===== src/rtl/phy_rx_destripe.sv =====
// rtl/phy_rx_destripe.sv - regroups a COM-aligned byte stream into 4-lane words
// and buffers the assembled words in a small synchronous FIFO.
module phy_rx_destripe #(
  parameter logic [7:0] COM   = 8'hBC,
  parameter int         DEPTH = 4
) (
  input  logic       clk,
  input  logic       reset,
  input  logic [7:0] data_in,
  input  logic       valid_in,
  input  logic       ready_in,
  output logic [7:0] out0,
  output logic [7:0] out1,
  output logic [7:0] out2,
  output logic [7:0] out3,
  output logic       valid0,
  output logic       valid1,
  output logic       valid2,
  output logic       valid3,
  output logic       word_valid,
  output logic [2:0] fifo_count,
  output logic       locked,
  output logic       align_err,
  output logic       overflow
);

  localparam int AW = $clog2(DEPTH);
  localparam int CW = AW + 1;

  typedef enum logic {HUNT, LOCK} state_t;

  state_t        r_state;
  logic [1:0]    r_cnt;
  logic [7:0]    r_lane [0:3];
  logic [3:0]    r_lane_v;
  logic          r_align_err;
  logic          r_overflow;
  logic [35:0]   r_mem [0:DEPTH-1];
  logic [AW-1:0] r_wp;
  logic [AW-1:0] r_rp;
  logic [CW-1:0] r_count;

  logic          w_com;
  logic          w_capture;
  logic          w_group_any;
  logic          w_push;
  logic          w_empty;
  logic          w_full;
  logic          w_pop;
  logic          w_write;
  logic [35:0]   w_word;
  logic [35:0]   w_head;

  assign w_com       = valid_in && (data_in == COM);
  assign w_capture   = (r_state == LOCK) && !w_com;
  assign w_group_any = valid_in | (|r_lane_v[2:0]);
  assign w_push      = w_capture && (r_cnt == 2'd3) && w_group_any;
  // The last lane is taken straight from the input so the word lands on the capturing edge.
  assign w_word      = {valid_in, r_lane_v[2:0], data_in, r_lane[2], r_lane[1], r_lane[0]};

  assign w_empty = (r_count == '0);
  assign w_full  = (r_count == CW'(DEPTH));
  assign w_pop   = !w_empty && ready_in;
  assign w_write = w_push && (!w_full || w_pop);

  always_ff @(posedge clk or posedge reset) begin
    if (reset) begin
      r_state     <= HUNT;
      r_cnt       <= 2'd0;
      r_lane_v    <= 4'd0;
      r_align_err <= 1'b0;
      for (int i = 0; i < 4; i++) r_lane[i] <= 8'd0;
    end else begin
      r_align_err <= 1'b0;
      case (r_state)
        HUNT: begin
          if (w_com) begin
            r_state <= LOCK;
            r_cnt   <= 2'd0;
          end
        end
        LOCK: begin
          if (w_com) begin
            r_align_err <= (r_cnt != 2'd0);
            r_cnt       <= 2'd0;
          end else begin
            r_lane[r_cnt]   <= data_in;
            r_lane_v[r_cnt] <= valid_in;
            r_cnt           <= r_cnt + 2'd1;
            // An all-invalid group means the link went idle; hunt for the next COM.
            if (r_cnt == 2'd3 && !w_group_any) r_state <= HUNT;
          end
        end
        default: r_state <= HUNT;
      endcase
    end
  end

  always_ff @(posedge clk or posedge reset) begin
    if (reset) begin
      r_wp       <= '0;
      r_rp       <= '0;
      r_count    <= '0;
      r_overflow <= 1'b0;
      for (int i = 0; i < DEPTH; i++) r_mem[i] <= 36'd0;
    end else begin
      if (w_write) begin
        r_mem[r_wp] <= w_word;
        r_wp        <= r_wp + AW'(1);
      end
      if (w_pop) r_rp <= r_rp + AW'(1);
      if (w_write && !w_pop)      r_count <= r_count + CW'(1);
      else if (!w_write && w_pop) r_count <= r_count - CW'(1);
      if (w_push && w_full && !w_pop) r_overflow <= 1'b1;
    end
  end

  assign w_head     = w_empty ? 36'd0 : r_mem[r_rp];
  assign out0       = w_head[7:0];
  assign out1       = w_head[15:8];
  assign out2       = w_head[23:16];
  assign out3       = w_head[31:24];
  assign valid0     = w_head[32];
  assign valid1     = w_head[33];
  assign valid2     = w_head[34];
  assign valid3     = w_head[35];
  assign word_valid = !w_empty;
  assign fifo_count = 3'(r_count);
  assign locked     = (r_state == LOCK);
  assign align_err  = r_align_err;
  assign overflow   = r_overflow;

endmodule


===== config.mk =====
export PLATFORM = sky130hd
export DESIGN_NAME = phy_rx_destripe
export DESIGN_NICKNAME = d
export VERILOG_FILES = /design/src/rtl/phy_rx_destripe.sv
export SDC_FILE = /design/constraint.sdc
export NUM_CORES = 1
export LEC_CHECK = 0
export ABC_CLOCK_PERIOD_IN_PS = 15700
export BUFFER_PORTS_ARGS = -buffer_cell sky130_fd_sc_hd__clkbuf_2
export CORE_MARGIN = 5
export CORE_UTILIZATION = 55
export DETAILED_ROUTE_END_ITERATION = 12
export GPL_ROUTABILITY_DRIVEN = 0
export HOLD_SLACK_MARGIN = 0.15
export PLACE_DENSITY = 0.73
export SYNTH_ARGS = -nofsm -noshare
export SYNTH_HDL_FRONTEND = slang
export SYNTH_SLANG_ARGS = --single-unit
export TNS_END_PERCENT = 10

===== constraint.sdc =====
create_clock -name clk -period 15.7 [get_ports clk]
set_input_delay 3.14 -clock clk [delete_from_list [all_inputs] [get_ports clk]]
set_output_delay 3.14 -clock clk [all_outputs]
set_load 0.02 [all_outputs]

==> results of run 1 <==
## power by group through the flow
| stage | sequential [mW] | clock, mW | combinational (mW) |
|---|---|---|---|
| detailed placement | 0.655 | 0 | 0.318 |
| global placement | 0.647 | 0 | 0.311 |
| global route | 0.660 | 0.443 | 0.339 |
| floorplan | 0.613 | 0 | 0.261 |
| finish | 0.647 | 0.413 | 0.314 |
| CTS | 0.648 | 0.421 | 0.320 |
## worst max path at each step
stage	from	end	slack, ns	depth (start not counted)
after floorplan	reset	align_err	7.59	1
after global placement	data_in[0]	fifo_count[1]	10.23	9
after detailed placement	data_in[6]	fifo_count[1]	10.20	9
after CTS	r_rp[0]	out1[6]	9.85	4
after global routing	r_rp[0]	out1[6]	9.74	4
final	r_rp[0]	out1[6]	9.92	4
## Yosys cell counts, drive strengths merged
cell      n
clkbuf    7
xnor2     5
nor4b     1
and3      3
nand3     6
mux2i     1
or3       1
or2       1
a31oi     1
mux4     36
a31o      1
dfrtp   183
xor2      2
nand2     4
buf      22
nor2      5
or4       1
nor4      2
nand2b    1
and2     36
nor3      1
fa        1
nor3b     1
ha        9
mux2    173
inv       7
## cell usage in the layout (no fill, tap or decap), drive strengths merged
| cell type | Yosys | final |
|---|---|---|
| nor2 | 5 | 5 |
| mux2i | 1 | 1 |
| bufinv | 0 | 1 |
| clkbuf | 7 | 79 |
| clkinvlp | 0 | 1 |
| nand3 | 6 | 6 |
| xnor2 | 5 | 5 |
| ha | 9 | 9 |
| inv | 7 | 7 |
| a31o | 1 | 1 |
| clkinv | 0 | 5 |
| mux4 | 36 | 36 |
| nor4b | 1 | 1 |
| nor3b | 1 | 1 |
| nor3 | 1 | 1 |
| xor2 | 2 | 2 |
| or2 | 1 | 1 |
| nand2b | 1 | 1 |
| fa | 1 | 1 |
| or4 | 1 | 1 |
| or3 | 1 | 1 |
| nand2 | 4 | 4 |
| mux2 | 173 | 173 |
| dfrtp | 183 | 183 |
| buf | 22 | 4 |
| a31oi | 1 | 1 |
| and2 | 36 | 36 |
| and3 | 3 | 3 |
| nor4 | 2 | 2 |
## worst max-delay path: stages (launching register included)
cell,delay [ns]
dfrtp_2,0.71
buf_4,0.56
mux4_2,0.59
and2_1,0.18
clkbuf_2,0.15
## state kept, by name (all words and copies together), names as in the netlist
register    flops
r_lane_v        3
locked          1
r_wp            2
r_lane         24
fifo_count      3
r_rp            2
r_cnt           2
align_err       1
r_mem         144
overflow        1
## per-layer routing
layer	part of all wire	GRT usage	wire length, µm
met1	0.44	0.2633	7219
met4	0.017	0.06582	275
met2	0.51	0.3287	8281
met3	0.029	0.03840	472
met5	0	0	0
## cell families after synthesis
logic type / share of synthesized area
DFF: 0.5503
AOI/OAI and AO/OA: 0.001805
adders and majority gates: 0.01594
and+or+nand+nor: 0.05383
buffers and inverters: 0.02586
xor gates and xnor gates: 0.007367
muxes: 0.3449
## cell type report
class,instances,area [µm²],area share
clock buffer,25,515.5,0.05569
clock inverter,7,66.31,0.007164
inverter,7,31.28,0.003379
multi-input combinational,292,3527,0.3810
sequential,183,4581,0.4949
tap,188,235.2,0.02541
timing repair buffer,58,300.3,0.03244
## per-stage QoR
step                worst slack [ns]    util
floorplan                      7.588       -
finish                         9.923  0.6157
CTS                            9.851  0.6157
global placement               10.23  0.5770
detailed placement             10.20  0.5770
global route                   9.735  0.6157
==> metrics.txt, run 1 <==
outcome=finished clean; largest net degree at the start of global routing=103; post-synth cell types=32; vias in the first global route=4,868; Total GRT Usage=0.1977; Site Rows=45; Fin. Hold Viols=0; area of the core=15,030 µm²; remaining global-route overflow=0; # setup viols final=0; first-pass GRT wire length=26,910 µm; # diodes=0; via count=4,456; fin cells=760; Final nets=581; Synth area leaders=dfrtp_1, mux2_2, mux4_2; Clock Power Share=0.301; Mapped Nets=533; RSZ-0062 raised after global routing=false; placed cell count=728; initial antenna violation count=0; final hold slack=0.4894 ns; Mapped Cells=511; Hold Crit Class=flop to flop; Worst Hold Depth=1; I/O pins=55; switching fraction of total power=0.2987; Iter 0 DRT Violations=196; clk root buf=clkbuf_16; CTS tree=yes; register clock-pin slew on the reported worst setup and hold paths=0.06 ns; Final min period=5.777 ns; Worst Path Arrival=2.64 ns; Internal Dissipation=963.7 µW; sequential power share=0.471; Clk Latency, worst-skew pair=0.42 ns; Synth Cell Area=8322 µm²; pwr/cell area=148.5 nW/µm²; Filler Cell Count=1,157; Max Slew Vio Count=0; initial core utilization=0.5536; WL final=16,250 µm; slew margin rel.=0.3335; Yosys reg bits=183; Comb pwr share=0.228; Post-CTS Resized=0; Worst Tran Pin Value=0.9997 ns; Crit Path Max Fanout=24; Tcrit/Tclk final=0.3679; DRC=0; Post-DRT Antenna Nets=0; Placed Area=8675 µm²; reg2reg start=r_lane_v[1]; R2R setup slack=13.10 ns; FMAX=0.1731 GHz; Critical Path End Type=primary output; share of cells above drive strength 1=0.4843; leading area contributor after synthesis=dfrtp_1; Lkg Pwr=4.658 nW; Post-CTS Hold Buffers=0; buffers added on ports=54; Synth Warn #=0; PnR Total Power=1.374 mW; Sink Count=183; Post-CTS Setup Inserts=0; Worst VDD drop=0.00007096 V; Design Area, Final=9256 µm²; die width=133.0 µm; maximum clock path buffer count=2; post-synth top area share=0.5503; WP data required=12.56 ns; chip height=133.0 µm; Avg Inst Size Synth=16.29 µm²; WHS Endpoint=r_mem[53]; hpwl dp=9813 µm; Detailed Routing Iterations Pass 1=4; worst clock skew=0.007026 ns; total CTS buffers=17; post-synthesis sequential area ratio=0.5503; Vias/cell=5.863; CP Class=flop to primary output; Setup TNS Final=0 ns; max cap viols=0; R2R Path End=fifo_count[1]; H-tree depth=4; Layout area overhead=11.23%; switching pwr=410.5 µW; DIE AREA=17,690 µm²; Worst Setup Start Kind=flop; Worst Reg-to-Reg Cells=8; min-delay src=r_mem[53]; detailed-route wire length per cell=21.38 µm
No activity file was read; power rests on OpenSTA's default activity.
==> inputs of run 2 (changes only) <==
- ABC_CLOCK_PERIOD_IN_PS: 15700 -> 5950
- clock period: 15.7 -> 5.95 ns (I/O delays scaled with it)
==> run 2 against run 1 <==
Against the previous run:
- count of clock-buffer cells in the layout unchanged
- first-iteration DRC count increased by 37%
- clock power increased to 2.5 times the previous value
- via count decreased by 1.5%
- clock skew increased by 0.0096 ns
- final cell count decreased by 0.13%
- global-route usage about the same
- core utilization decreased by 0.083 points
- combinational power increased to 2.6 times the previous value
- hold slack got worse by 0.0051 ns
- design area decreased by 0.14%
- sequential cell count unchanged
==> metrics.txt, run 2 (synthesized netlist as in run 1, its figures left out) <==
# setup viols final=0 (unchanged); buffers added on ports=54 (unchanged); pwr/cell area=388.4 nW/µm² (+160%); Fin. Hold Viols=0 (unchanged); Setup TNS Final=0 ns (unchanged); Internal Dissipation=2.504 mW (+160%); DRC=0 (unchanged); switching fraction of total power=0.3026 (+0.003902); largest net degree at the start of global routing=184 (+79%); RSZ-0062 raised after global routing=false; total CTS buffers=17 (unchanged); DIE AREA=17,690 µm² (unchanged); met1 Usage GRT=0.2646 (+0.001301); Vias/cell=5.785 (-1.3%); Clk Latency, worst-skew pair=0.43 ns (about the same); Worst Path Arrival=2.72 ns (+0.08 ns); GR Layer Usage met3=0.03840 (unchanged); initial antenna violation count=0 (unchanged); top register by number of flip-flops=r_mem; Detailed Routing Iterations Pass 1=4 (unchanged); max reg flops=144 (unchanged); Top Registers=r_mem (144), r_lane (24); CP Class=flop to primary output; Design Area, Final=9244 µm² (-0.14%); die width=133.0 µm (unchanged); Post-CTS Resized=0 (unchanged); clk root buf=clkbuf_16; area of the core=15,030 µm² (unchanged); Worst Setup Start Kind=flop; Worst Tran Pin Value=1.028 ns (+0.02784 ns); Critical Path End Type=primary output; Crit Path Max Fanout=26 (+8.3%); Max Slew Vio Count=0 (unchanged); Tcrit/Tclk final=0.6570; Site Rows=45 (unchanged); busiest grt layer=met2; Post-CTS Hold Buffers=0 (unchanged); Comb pwr share=0.230 (+0.002); sequential power share=0.477 (+0.006); vias in the first global route=4,815 (-1.1%); maximum clock path buffer count=2 (unchanged); WP data required=4.76 ns (-7.80 ns); Iter 0 DRT Violations=268 (+37%); CTS tree=yes; Placed Area=8686 µm² (+0.13%); most common cell after layout, fill and taps aside=dfrtp_1; WL final=16,260 µm (about the same); final hold slack=0.4843 ns (-0.005112 ns); first-pass GRT wire length=26,960 µm (+0.18%); FMAX=0.2558 GHz; chip height=133.0 µm (unchanged); Post-DRT Antenna Nets=0 (unchanged); Worst VDD drop=0.0002280 V (+220%); Final min period=3.909 ns; Total GRT Usage=0.1976 (about the same); Hold Crit Class=flop to flop; max cap viols=0 (unchanged); Lkg Pwr=4.641 nW (-0.38%); most frequent cells in the layout=dfrtp_1, mux2_2, clkbuf_2, mux4_2, and2_1; Final nets=581 (unchanged); via count=4,391 (-1.5%); switching pwr=1.086 mW (+160%); Post-CTS Setup Inserts=0 (unchanged); met2 Usage GRT=0.3290 (about the same); # diodes=0 (unchanged); Layout area overhead=11.08%; worst clock skew=0.01665 ns (+0.009621 ns); initial core utilization=0.5536 (unchanged); register clock-pin slew on the reported worst setup and hold paths=0.07 ns (about the same); hpwl dp=9906 µm (+0.95%); I/O pins=55 (unchanged); share of cells above drive strength 1=0.4834 (-0.0009032); outcome=finished clean; slew margin rel.=0.3150 (-0.01856); H-tree depth=4 (unchanged); Clock Power Share=0.293 (-0.008); remaining global-route overflow=0 (unchanged); Sink Count=183 (unchanged); detailed-route wire length per cell=21.43 µm (+0.21%)
run 2: cell types whose count changed in the layout (fill, tap and decap cells not counted), sizes merged:
cell / change
inv: -1
clkinv: -1
clkinvlp: +2
bufinv: -1
run 2: power groups by stage:
stage | combinational (mW) | clock [mW] | sequential, mW
final | 0.825 | 1.05 | 1.71
after global placement | 0.808 | 0 | 1.72
after floorplan | 0.690 | 0 | 1.62
after global routing | 0.890 | 1.13 | 1.75
after detailed placement | 0.835 | 0 | 1.74
after CTS | 0.842 | 1.07 | 1.72
run 2: layer usage:
| metal | wire, µm | part of all wire |
|---|---|---|
| met5 | 0 | 0 |
| met4 | 191 | 0.012 |
| met1 | 7371 | 0.45 |
| met2 | 8328 | 0.51 |
| met3 | 371 | 0.023 |
run 2: final cells by class:
| class | count | area (µm²) |
|---|---|---|
| clock inverters | 6 | 42.54 |
| inverters | 7 | 30.03 |
| multi-input cells | 292 | 3527 |
| well taps | 188 | 235.2 |
| repair buffers | 58 | 312.8 |
| clock buffers | 25 | 515.5 |
| fillers | 1114 | 5789 |
| flip-flops and latches | 183 | 4581 |
run 2: path summary, 6_finish.rpt:
| check | slack, ns | from | depth (start not counted) | end |
|---|---|---|---|---|
| max in group asynchronous | 4.14 | reset | 3 | r_rp[0] |
| hold reg to reg | 0.48 | r_mem[51] | 1 | r_mem[51] |
| setup / recovery | 2.04 | r_rp[0] | 4 | out2[0] |
| hold / removal | 0.48 | r_mem[51] | 1 | r_mem[51] |
| min in group asynchronous | 0.96 | reset | 3 | r_mem[16] |
| setup reg to reg | 3.28 | r_lane_v[0] | 8 | fifo_count[1] |
run 2: stage by stage:
step / worst slack [ns] / utilization / power, mW / std cells
after detailed placement: 2.405 / 0.5778 / 2.572 / 728
after global routing: 1.822 / 0.6149 / 3.769 / 759
after CTS: 1.935 / 0.6149 / 3.632 / 759
final: 2.041 / 0.6149 / 3.590 / 759
after global placement: 2.438 / 0.5778 / 2.528 / 728
after floorplan: 2.409 / - / 2.307 / 511
run 2: critical path, cell delays in order (launching register included):
cell	delay, ns
dfrtp_2	0.97
buf_4	0.43
mux4_2	0.56
and2_1	0.17
clkbuf_2	0.15
